**config.mk**
```make
export PLATFORM = sky130hd
export DESIGN_NAME = pc_sequencer
export DESIGN_NICKNAME = d
export VERILOG_FILES = /design/src/rtl/pc_sequencer_pkg.sv /design/src/rtl/pc_target_lut.sv /design/src/rtl/pc_sequencer.sv
export SDC_FILE = /design/constraint.sdc
export NUM_CORES = 1
export LEC_CHECK = 0
export CAP_MARGIN = 5
export CELL_PAD_IN_SITES_DETAIL_PLACEMENT = 0
export CELL_PAD_IN_SITES_GLOBAL_PLACEMENT = 1
export CORE_MARGIN = 5
export CORE_UTILIZATION = 53
export CTS_CLUSTER_DIAMETER = 80
export CTS_CLUSTER_SIZE = 40
export DETAILED_ROUTE_END_ITERATION = 10
export DONT_BUFFER_PORTS = 1
export HOLD_SLACK_MARGIN = 0.08
export PLACE_DENSITY_LB_ADDON = 0.08
export SETUP_SLACK_MARGIN = 0.2
export SYNTH_ARGS = -nofsm -noshare
export SYNTH_HDL_FRONTEND = slang
export SYNTH_SLANG_ARGS = --single-unit
```
**constraint.sdc**
```tcl
create_clock -name clock -period 13.1 [get_ports clock]
set_input_delay 3.93 -clock clock [delete_from_list [all_inputs] [get_ports clock]]
set_output_delay 3.93 -clock clock [all_outputs]
set_load 0.05 [all_outputs]
```
**src/rtl/pc_sequencer_pkg.sv**
```systemverilog
`default_nettype none
// +----------------------------------------------------------------------------+
// | Module      : pc_sequencer_pkg                                             |
// | Description : Shared state encoding and table-select codes for the        |
// |               program-counter sequencer.                                   |
// | Revision    : 1.0  initial release                                         |
// +----------------------------------------------------------------------------+
package pc_sequencer_pkg;

  typedef enum logic [1:0] {
    IDLE = 2'd0,
    RUN  = 2'd1,
    DONE = 2'd2
  } seq_state_t;

  localparam logic CFG_SEL_LUT   = 1'b0;
  localparam logic CFG_SEL_START = 1'b1;

endpackage
`default_nettype wire

```
**src/rtl/pc_target_lut.sv**
```systemverilog
`default_nettype none
// +----------------------------------------------------------------------------+
// | Module      : pc_target_lut                                                |
// | Description : Jump-target table and program start-address table with one  |
// |               shared synchronous write port and two combinational reads.   |
// | Revision    : 1.0  initial release                                         |
// +----------------------------------------------------------------------------+
module pc_target_lut
  import pc_sequencer_pkg::*;
#(
  parameter int PC_BITS   = 12,
  parameter int NUM_PROGS = 3,
  parameter int LUT_DEPTH = 16,
  parameter int LUT_AW    = (LUT_DEPTH > 1) ? $clog2(LUT_DEPTH) : 1,
  parameter int PS_W      = (NUM_PROGS > 1) ? $clog2(NUM_PROGS) : 1
) (
  input  logic               clk_i,
  input  logic               rst_i,
  input  logic               we_i,
  input  logic               sel_i,
  input  logic [LUT_AW-1:0]  waddr_i,
  input  logic [PC_BITS-1:0] wdata_i,
  input  logic [LUT_AW-1:0]  jmp_idx_i,
  output logic [PC_BITS-1:0] jmp_data_o,
  input  logic [PS_W-1:0]    start_idx_i,
  output logic [PC_BITS-1:0] start_data_o
);

  logic [PC_BITS-1:0] lut_q   [LUT_DEPTH];
  logic [PC_BITS-1:0] start_q [NUM_PROGS];

  // Jump LUT: written directly by index, cleared on reset.
  always_ff @(posedge clk_i or posedge rst_i) begin
    if (rst_i) begin
      for (int i = 0; i < LUT_DEPTH; i++) lut_q[i] <= '0;
    end else if (we_i && (sel_i == CFG_SEL_LUT) && (int'(waddr_i) < LUT_DEPTH)) begin
      lut_q[waddr_i] <= wdata_i;
    end
  end

  // Start table: writes beyond the last program slot fall through untouched.
  always_ff @(posedge clk_i or posedge rst_i) begin
    if (rst_i) begin
      for (int p = 0; p < NUM_PROGS; p++) start_q[p] <= '0;
    end else begin
      for (int p = 0; p < NUM_PROGS; p++) begin
        if (we_i && (sel_i == CFG_SEL_START) && (int'(waddr_i) == p)) begin
          start_q[p] <= wdata_i;
        end
      end
    end
  end

  assign jmp_data_o = lut_q[jmp_idx_i];

  // Start read: an out-of-range index yields 0 rather than an undefined value.
  always_comb begin
    start_data_o = '0;
    for (int p = 0; p < NUM_PROGS; p++) begin
      if (int'(start_idx_i) == p) start_data_o = start_q[p];
    end
  end

endmodule
`default_nettype wire

```
**src/rtl/pc_sequencer.sv**
```systemverilog
`default_nettype none
// +----------------------------------------------------------------------------+
// | Module      : pc_sequencer                                                 |
// | Description : Multi-program fetch-address sequencer with start/done       |
// |               handshake, stall, halt and LUT-based abs/rel branches.       |
// | Revision    : 1.0  initial release                                         |
// +----------------------------------------------------------------------------+
module pc_sequencer
  import pc_sequencer_pkg::*;
#(
  parameter  int PC_BITS   = 12,
  parameter  int NUM_PROGS = 3,
  parameter  int LUT_DEPTH = 16,
  parameter  int CNT_BITS  = 16,
  localparam int PS_W      = (NUM_PROGS > 1) ? $clog2(NUM_PROGS) : 1,
  localparam int LUT_AW    = (LUT_DEPTH > 1) ? $clog2(LUT_DEPTH) : 1
) (
  input  logic                clock,
  input  logic                reset,
  input  logic                start,
  input  logic [PS_W-1:0]     prog_sel,
  input  logic                stall,
  input  logic                halt,
  input  logic                branch_taken,
  input  logic                branch_rel,
  input  logic [LUT_AW-1:0]   target_idx,
  input  logic                cfg_we,
  input  logic                cfg_sel,
  input  logic [LUT_AW-1:0]   cfg_addr,
  input  logic [PC_BITS-1:0]  cfg_data,
  output logic [PC_BITS-1:0]  pc_out,
  output logic                running,
  output logic                done,
  output logic                err,
  output logic [CNT_BITS-1:0] instr_count
);

  seq_state_t          state_q, state_d;
  logic [PC_BITS-1:0]  pc_q, pc_d;
  logic [CNT_BITS-1:0] cnt_q, cnt_d;
  logic                done_q, done_d;
  logic                err_q, err_d;

  logic [PC_BITS-1:0]  jmp_data_w;
  logic [PC_BITS-1:0]  start_data_w;
  logic [CNT_BITS-1:0] cnt_inc_w;
  logic                prog_ok_w;

  pc_target_lut #(
    .PC_BITS   (PC_BITS),
    .NUM_PROGS (NUM_PROGS),
    .LUT_DEPTH (LUT_DEPTH),
    .LUT_AW    (LUT_AW),
    .PS_W      (PS_W)
  ) u_tables (
    .clk_i        (clock),
    .rst_i        (reset),
    .we_i         (cfg_we),
    .sel_i        (cfg_sel),
    .waddr_i      (cfg_addr),
    .wdata_i      (cfg_data),
    .jmp_idx_i    (target_idx),
    .jmp_data_o   (jmp_data_w),
    .start_idx_i  (prog_sel),
    .start_data_o (start_data_w)
  );

  assign prog_ok_w = (int'(prog_sel) < NUM_PROGS);
  // Retired-instruction counter sticks at all-ones instead of wrapping.
  assign cnt_inc_w = (&cnt_q) ? cnt_q : cnt_q + CNT_BITS'(1);

  // State, PC, counter and status registers.
  always_ff @(posedge clock or posedge reset) begin
    if (reset) begin
      state_q <= IDLE;
      pc_q    <= '0;
      cnt_q   <= '0;
      done_q  <= 1'b0;
      err_q   <= 1'b0;
    end else begin
      state_q <= state_d;
      pc_q    <= pc_d;
      cnt_q   <= cnt_d;
      done_q  <= done_d;
      err_q   <= err_d;
    end
  end

  // Next-state and next-PC selection; in RUN priority is halt > stall > branch > increment.
  always_comb begin
    state_d = state_q;
    pc_d    = pc_q;
    cnt_d   = cnt_q;
    done_d  = done_q;
    err_d   = 1'b0;
    case (state_q)
      IDLE: begin
        if (start) begin
          if (prog_ok_w) begin
            state_d = RUN;
            pc_d    = start_data_w;
            cnt_d   = '0;
            done_d  = 1'b0;
          end else begin
            err_d = 1'b1;
          end
        end
      end
      RUN: begin
        if (halt) begin
          state_d = DONE;
          done_d  = 1'b1;
          cnt_d   = cnt_inc_w;
        end else if (!stall) begin
          cnt_d = cnt_inc_w;
          if (branch_taken) begin
            // Relative offsets are two's-complement; the modular add handles sign.
            pc_d = branch_rel ? (pc_q + jmp_data_w) : jmp_data_w;
          end else begin
            pc_d = pc_q + PC_BITS'(1);
          end
        end
      end
      DONE: begin
        // Start must drop before a new run can be requested from IDLE.
        if (!start) state_d = IDLE;
      end
      default: state_d = IDLE;
    endcase
  end

  assign pc_out      = pc_q;
  assign running     = (state_q == RUN);
  assign done        = done_q;
  assign err         = err_q;
  assign instr_count = cnt_q;

endmodule
`default_nettype wire

```
==> reports/metrics.yaml, run 1 <==
required_ns: 13.54
syn_nets: 1056
yosysWarnings: 0
p_leak_nw: 6.09
clkSinkCount: 260
drt-initial-drc-count: 779
start_util_pct: 53.8
period_needed_ns: 6.66
path_cells: "mux4_2 > mux2i_1 > a21oi_1 > ha_1 > and2_4 > a221oi_4 > a21boi_0 > o41ai_1 > or4b_2 > nand3_1"
pin_count: 62
powerDensity_nw_per_um2: 166
rows: 57
antenna_cells: 0
core_area_um2: 24200
fin_area_um2: 13700
switching_share_pct: 34.2
cts-root-buf: "clkbuf_16"
detail-route-antenna-nets: 0
internal_power_mw: 1.50
synth_cells: 1011
fin_nets: 1007
ir_worst_vdd_uv: 111
grt_max_degree: 145
worst-endpoint-arrival_ns: 7.10
postRouteWirelength_um: 32300
wl_per_cell_um: 25.0
post_cts_resized: 0
worstSkewPairLatency_ns: 0.50
fin_skew_ns: 0.0141
max_slew_margin_pct: 24.1
hold_violations: 0
vias: 8194
cts_tree: "built"
crit_path_max_incr_delay_ns: 0.62
chipHeight_um: 167
cp-end-kind: "register"
yosys_most_used_dff: "dfrtp_1"
timing_worst_slew_pin_value_ns: 1.14
die-area_um2: 27900
p_seq_share_pct: 50.9
cts_htree_levels: 1
synthArstFlopShare_pct: 100
fmax_ghz: 0.150
critPathKind: "primary input to register"
fin_setup_tns_ns: 0
synth_area_um2: 13000
clk_pin_slew_ns: 0.12
worstHoldPathType: "register to register"
critPathSlowestCell: "or4b_2"
drive_above_1_share_pct: 32.7
yosysTopAreaCell: "dfrtp_1"
gp_congestion: 0.854
yosysTopAreaCellShare_pct: 49.9
drt-pass1-iter-count: 5
clkPwrFrac_pct: 24.0
route.detailed.drc: 0
cts_hold_buffers: 0
antenna_found_initial: 0
syn_to_final_growth_pct: 5.22
final.period_utilization_pct: 50.8
cts_buffers: 14
placed_cell_area_um2: 13200
synth-edff-count: 0
grt_pass1_wl_um: 51800
cts_buffer_depth: 3
cp_max_fo: 52
ff2ff_setup_slack_ns: 9.49
synth_seq_cells: 260
synth.avg_cell_area_um2: 12.9
cap_viol_max_count: 0
cts_setup_buffers: 0
start_kind: "primary input"
synth_cell_types: 68
grt_util_all_layers_pct: 23.4
synth_common_cells: "dfrtp_1, mux2_2, nand2_1, o21ai_0, clkbuf_1"
p_comb_share_pct: 25.2
outcome: "finished clean"
post-synth-top-count-cell: "dfrtp_1"
dp_hpwl_um: 21600
io_buffers: 0
grt_pass1_vias: 8616
setup_viol: 0
p_sw_mw: 0.778
finalMaxSlewViolations: 0
die_x_um: 167
via_per_inst: 6.33
globalRoute.totalOverflow: 0
ys_seq_area_share_pct: 49.9
rsz0062_at_grt: "no"
ys_top_cells_by_area: "dfrtp_1, mux2_2, mux4_2, mux4_1, mux2i_1"
-- registers in the layout, summed over array words and instances (netlist names) --
name,count
u_tables.lut_q,192
u_tables.start_q,36
instr_count,16
pc_out,12
state_q,2
done,1
err,1
-- final timing paths --
path,startpoint,to,cells past startpoint
hold reg to reg,u_tables.lut_q[73]$_DFFE_PP0P_,u_tables.lut_q[73]$_DFFE_PP0P_,1
hold / removal,u_tables.lut_q[73]$_DFFE_PP0P_,u_tables.lut_q[73]$_DFFE_PP0P_,1
setup / recovery,target_idx[0],pc_out[9]$_DFFE_PP0P_,10
min in group asynchronous,reset,u_tables.start_q[21]$_DFFE_PP0P_,1
max in group asynchronous,reset,u_tables.lut_q[164]$_DFFE_PP0P_,2
setup reg to reg,u_tables.lut_q[16]$_DFFE_PP0P_,pc_out[9]$_DFFE_PP0P_,10
-- worst max-delay path: cells and delay by family --
| family | cells | cell delay (ns) |
|---|---|---|
| AOI/OAI and AO/OA | 4 | 1.09 |
| and+or+nand+nor | 3 | 0.92 |
| muxes | 2 | 0.81 |
| adders and majority gates | 1 | 0.34 |
-- metal layers --
layer  share of wire (%)  GRT usage [%]
met4                 2.2           5.73
met1                  44           32.6
met5                   0              0
met2                  49           38.8
met3                 5.0           4.05
-- through the flow --
stage	power (mW)	worst slack [ns]	hold WS [ns]	cells	util [%]
6_report	2.28	6.44	0.511	1294	56.6
4_1_cts	2.29	6.51	0.513	1294	56.6
3_3_place_gp	1.71	6.05	0.479	1270	54.5
5_1_grt	2.40	6.29	0.532	1294	56.6
2_1_floorplan	1.60	2.01	0.470	1011	-
3_5_place_dp	1.75	5.99	0.486	1270	54.5
-- power by group through the flow --
stage	combinational, mW	clock (mW)	sequential, mW
6_report	0.573	0.546	1.16
5_1_grt	0.633	0.591	1.18
4_1_cts	0.573	0.558	1.16
3_5_place_dp	0.571	0	1.17
3_3_place_gp	0.552	0	1.16
2_1_floorplan	0.475	0	1.12
-- kinds of logic (layout without fill, tap and decap cells) --
kind of cell    count (synthesis)  after routing  share of synthesized area (%)
simple gates                  196            196                           7.64
xor+xnor                       11             11                          0.738
flops                         260            260                           49.9
compound gates                133            133                           6.68
fa+ha+maj                      14             14                           1.40
buf+inv                        90             49                           3.00
mux                           307            307                           30.7
-- area by class of cell --
cell class,instances,area (um^2)
clock inverters,9,150
flip-flops and latches,260,6510
well taps,324,405
inverters,18,75.1
multi-input cells,661,6160
repair buffers,7,52.6
fillers,1989,10500
clock buffers,15,375
-- cells in the final DEF, fill, tap and decap left out, types with 3 or more instances in the layout --
| cell | netlist | final |
|---|---|---|
| a211oi_1 | 6 | 6 |
| mux2_2 | 234 | 234 |
| nand2b_1 | 7 | 7 |
| clkbuf_16 | 0 | 15 |
| o221ai_1 | 3 | 3 |
| xnor2_1 | 8 | 8 |
| inv_8 | 0 | 3 |
| mux4_2 | 34 | 34 |
| nand2_1 | 51 | 51 |
| nor4_1 | 7 | 6 |
| o21ai_0 | 47 | 47 |
| mux2i_1 | 26 | 26 |
| dfrtp_1 | 260 | 260 |
| and3_1 | 13 | 13 |
| o31ai_1 | 4 | 4 |
| a21oi_1 | 27 | 27 |
| a31oi_1 | 6 | 6 |
| inv_1 | 17 | 16 |
| xor2_1 | 3 | 3 |
| or3_1 | 3 | 3 |
| nor2_1 | 35 | 34 |
| o211ai_1 | 4 | 4 |
| o22ai_1 | 3 | 3 |
| ha_1 | 13 | 13 |
| inv_12 | 0 | 3 |
| nor2b_1 | 16 | 14 |
| buf_4 | 2 | 7 |
| mux4_1 | 13 | 13 |
| a221o_1 | 3 | 3 |
| and2_1 | 3 | 3 |
| a221oi_1 | 7 | 7 |
| nand4_1 | 9 | 9 |
| nand3_1 | 18 | 18 |
| nor3_1 | 18 | 18 |
| clkinv_8 | 0 | 3 |
Note: power is estimated with default switching activity, not from simulation.
==> inputs of run 2 (changes only) <==
==> constraint.sdc (replaced) <==
create_clock -name clock -period 6.5 [get_ports clock]
set_input_delay 1.95 -clock clock [delete_from_list [all_inputs] [get_ports clock]]
set_output_delay 1.95 -clock clock [all_outputs]
set_load 0.05 [all_outputs]
==> reports/metrics.yaml, run 2 (synthesized netlist as in run 1, its figures left out) <==
route.detailed.drc: 0
p_seq_share_pct: 50.8
ff2ff_setup_slack_ns: 2.99
detail-route-antenna-nets: 0
drt-pass1-iter-count: 4
clk_pin_slew_ns: 0.10
clkSinkCount: 260
pin_count: 62
critPathKind: "primary input to register"
wl_per_cell_um: 24.7
rsz0062_at_grt: "no"
dp_hpwl_um: 21500
hold_violations: 0
cts_hold_buffers: 0
switching_share_pct: 34.8
io_buffers: 0
use_met1_pct: 31.8
finalMaxSlewViolations: 0
core_area_um2: 24200
grt_pass1_wl_um: 50800
drive_above_1_share_pct: 32.7
crit_start: "target_idx[3]"
outcome: "finished clean"
setup_ws_ns: 1.86
internal_power_mw: 3.00
gp_congestion: 0.847
drt-initial-drc-count: 580
globalRoute.totalOverflow: 0
via_per_inst: 6.29
fillers: 2007
fmax_ghz: 0.216
start_util_pct: 53.8
grt_util_all_layers_pct: 23.0
r2r_cells: 11
die_x_um: 167
fin_setup_tns_ns: 0
cts_buffer_depth: 3
cp-end-kind: "register"
final_common_cell: "dfrtp_1"
fin_skew_ns: 0.0551
cts_htree_levels: 1
layout_common_cells: "dfrtp_1, mux2_2, nand2_1"
timing_worst_slew_pin_value_ns: 1.13
worst-endpoint-arrival_ns: 5.07
powerDensity_nw_per_um2: 334
dp_cells: 1269
post_cts_resized: 0
total_power_mw: 4.59
cap_viol_max_count: 0
postRouteWirelength_um: 31900
cts-root-buf: "clkbuf_16"
use_met2_pct: 37.9
largest_register_ffs: 192
p_comb_share_pct: 25.1
rows: 57
top_usage_layer: "met2"
r2r_start: "u_tables.lut_q[33]$_DFFE_PP0P_"
crit_end: "pc_out[9]$_DFFE_PP0P_"
cts_tree: "built"
die-area_um2: 27900
antenna_found_initial: 1
p_leak_nw: 6.09
fin_nets: 1007
finish.utilization_pct: 56.8
antenna_cells: 0
ir_worst_vdd_uv: 319
final.period_utilization_pct: 71.4
largest_register: "u_tables.lut_q"
p_sw_mw: 1.60
met3_usage_pct: 4.27
pre_cts_slack_ns: 1.36
worstHoldPathType: "register to register"
fin_cells: 1294
syn_to_final_growth_pct: 5.47
worstSkewPairLatency_ns: 0.52
cts_setup_buffers: 0
period_needed_ns: 4.64
setup_viol: 0
grt_pass1_vias: 8691
cp_max_fo: 14
required_ns: 6.93
max_slew_margin_pct: 24.5
r2r_end: "pc_out[11]$_DFFE_PP0P_"
grt_max_degree: 193
start_kind: "primary input"
chipHeight_um: 167
cts_buffers: 15
vias: 8137
clkPwrFrac_pct: 24.1
## run 2: how the worst min path moves through the flow
stage / to / depth (start not counted) / from / slack [ns]
CTS: u_tables.lut_q[8]$_DFFE_PP0P_ / 1 / u_tables.lut_q[8]$_DFFE_PP0P_ / 0.51
global placement: u_tables.lut_q[117]$_DFFE_PP0P_ / 1 / u_tables.lut_q[117]$_DFFE_PP0P_ / 0.48
detailed placement: u_tables.lut_q[75]$_DFFE_PP0P_ / 1 / u_tables.lut_q[75]$_DFFE_PP0P_ / 0.49
floorplan: u_tables.lut_q[120]$_DFFE_PP0P_ / 1 / u_tables.lut_q[120]$_DFFE_PP0P_ / 0.47
finish: u_tables.start_q[29]$_DFFE_PP0P_ / 1 / u_tables.start_q[29]$_DFFE_PP0P_ / 0.51
global route: u_tables.start_q[25]$_DFFE_PP0P_ / 1 / u_tables.start_q[25]$_DFFE_PP0P_ / 0.52
## run 2: power groups by stage
stage | Sequential, mW | Combinational (mW) | Clock (mW)
2_1_floorplan | 2.27 | 0.957 | 0
3_3_place_gp | 2.34 | 1.11 | 0
3_5_place_dp | 2.37 | 1.15 | 0
4_1_cts | 2.33 | 1.16 | 1.14
5_1_grt | 2.37 | 1.28 | 1.20
6_report | 2.33 | 1.15 | 1.11
## run 2: layout make-up
class	instances	area [um^2]	share of cell area [%]
inverter	18	71.3	0.518
clock buffer	15	375	2.73
tap	324	405	2.95
multi-input combinational	661	6160	44.8
sequential	260	6510	47.3
timing repair buffer	6	57.6	0.418
clock inverter	10	181	1.32
## run 2: layer usage
layer / vias to the layer above / routed length, um
met5: - / 7
met2: 175 / 15500
met4: 2 / 826
li1: 3650 / -
met1: 4264 / 14100
met3: 46 / 1500
## run 2: critical path, cell delays in order
cell and delay, ns:
inv_1 0.47, mux2i_1 0.34, a21oi_1 0.11, ha_1 0.36
and2_4 0.19, a221oi_4 0.38, a21boi_0 0.22, o41ai_1 0.34
or4b_2 0.61, nand3_1 0.10
## run 2: through the flow
stage | instance area [um^2] | hold slack (ns)
CTS | 13800 | 0.511
floorplan | 13100 | 0.470
detailed placement | 13200 | 0.485
global placement | 13200 | 0.479
global route | 13800 | 0.525
finish | 13800 | 0.509
==> inputs of run 3 (changes only) <==
==> constraint.sdc (replaced) <==
create_clock -name clock -period 4.3 [get_ports clock]
set_input_delay 1.29 -clock clock [delete_from_list [all_inputs] [get_ports clock]]
set_output_delay 1.29 -clock clock [all_outputs]
set_load 0.05 [all_outputs]
==> reports/metrics.yaml, run 3 (synthesized netlist as in run 1, its figures left out) <==
pin_count: 62
fin_nets: 1020
grt_pass1_vias: 8627
largest_register_ffs: 192
chipHeight_um: 167
path_cells: "mux4_1 > mux4_2 > ha_1 > a211o_1 > nand3_1 > a21boi_1 > o41ai_1 > or4b_4 > nand3_2"
worstHoldPathType: "register to register"
route.detailed.drc: 0
core_area_um2: 24200
largest_register: "u_tables.lut_q"
cts_buffer_depth: 3
p_leak_nw: 6.16
die_x_um: 167
drt-pass1-iter-count: 5
antenna_found_initial: 0
ir_worst_vdd_uv: 346
powerDensity_nw_per_um2: 502
dp_cells: 1283
total_power_mw: 6.96
worstSkewPairLatency_ns: 0.51
fin_cells: 1307
antenna_cells: 0
detail-route-antenna-nets: 0
vias: 8244
syn_to_final_growth_pct: 6.23
worst-endpoint-arrival_ns: 4.15
rsz0062_at_grt: "no"
cts_htree_levels: 1
finalMaxSlewViolations: 0
cts_buffers: 14
whs_ns: 0.511
final.period_utilization_pct: 86.4
crit_path_max_incr_delay_ns: 0.54
hold_violations: 0
io_buffers: 0
postRouteWirelength_um: 32700
die-area_um2: 27900
gp_congestion: 0.836
max_slew_margin_pct: 36.3
critPathKind: "primary input to register"
fillers: 1961
cts_tree: "built"
dp_hpwl_um: 21700
cp-end-kind: "register"
period_needed_ns: 3.72
grt_pass1_wl_um: 51700
finish.utilization_pct: 57.2
via_per_inst: 6.31
grt_util_all_layers_pct: 23.5
drt-initial-drc-count: 541
cts_hold_buffers: 0
cap_viol_max_count: 0
r2r_cells: 9
post_cts_resized: 0
final_common_cell: "dfrtp_1"
start_kind: "primary input"
grt_max_degree: 114
fin_skew_ns: 0.0215
cts_setup_buffers: 0
outcome: "finished clean"
globalRoute.totalOverflow: 0
holdPathStages: 1
start_util_pct: 53.8
cp_max_fo: 52
required_ns: 4.74
timing_worst_slew_pin_value_ns: 0.955
setup_viol: 0
clkSinkCount: 260
critPathSlowestCell: "mux4_1"
cts-root-buf: "clkbuf_16"
wl_per_cell_um: 25.0
clk_pin_slew_ns: 0.10
rows: 57
fmax_ghz: 0.269
drive_above_1_share_pct: 33.7
layout_common_cells: "dfrtp_1, mux2_2, nand2_1"
-- run 3: cell count changes in the layout (fill, tap and decap cells not counted), sizes merged --
cell,delta
buf,+14
clkinvlp,+1
inv,+1
clkinv,-3
-- run 3: area by class of cell --
type / count / area, um^2 / share of cell area, %
clock inverter: 9 / 140 / 1.01
tap: 324 / 405 / 2.92
clock buffer: 15 / 375 / 2.71
sequential: 260 / 6510 / 46.9
inverter: 18 / 71.3 / 0.514
multi-input combinational: 661 / 6190 / 44.6
timing repair buffer: 20 / 175 / 1.26
-- run 3: final timing paths --
path                       slack, ns                       startpoint                               to
setup / recovery                0.58                    target_idx[0]            pc_out[9]$_DFFE_PP0P_
hold / removal                  0.51  u_tables.lut_q[189]$_DFFE_PP0P_  u_tables.lut_q[189]$_DFFE_PP0P_
setup reg to reg                1.02  u_tables.lut_q[120]$_DFFE_PP0P_            pc_out[9]$_DFFE_PP0P_
hold reg to reg                 0.51  u_tables.lut_q[189]$_DFFE_PP0P_  u_tables.lut_q[189]$_DFFE_PP0P_
max in group asynchronous       2.54                            reset  u_tables.lut_q[126]$_DFFE_PP0P_
min in group asynchronous       0.74                            reset  u_tables.start_q[8]$_DFFE_PP0P_
-- run 3: through the flow --
stage	cell area (um^2)	setup TNS (ns)	setup WS, ns
finish	13900	0	0.584
global route	13900	0	0.462
CTS	13900	0	0.597
detailed placement	13300	0	0.0830
global placement	13300	0	0.117
floorplan	13100	-108.71	-0.418
-- run 3: metal layers --
metal  GRT usage [%]  vias to the layer above  part of all wire, %
li1                -                     3681                    -
met1            32.5                     4301                   43
met2            39.7                      220                   50
met3            3.77                       42                  5.4
met4            4.91                        0                  1.9
met5               0                        -                    0
-- run 3: worst max-delay path: cells and delay by family --
family	cells	cell delay [ns]
multiplexers	2	1.08
AND/OR/NAND/NOR	3	0.70
adder cells (fa/ha/maj)	1	0.24
AO/OA/AOI/OAI	3	0.83
-- run 3: where the power goes --
part	leakage [nW]	total [mW]	switching [mW]	internal, mW
clock	0.246	1.63	0.921	0.711
combinational	2.57	1.80	0.877	0.923
sequential	3.34	3.53	0.602	2.93
total	6.16	6.96	2.40	4.56
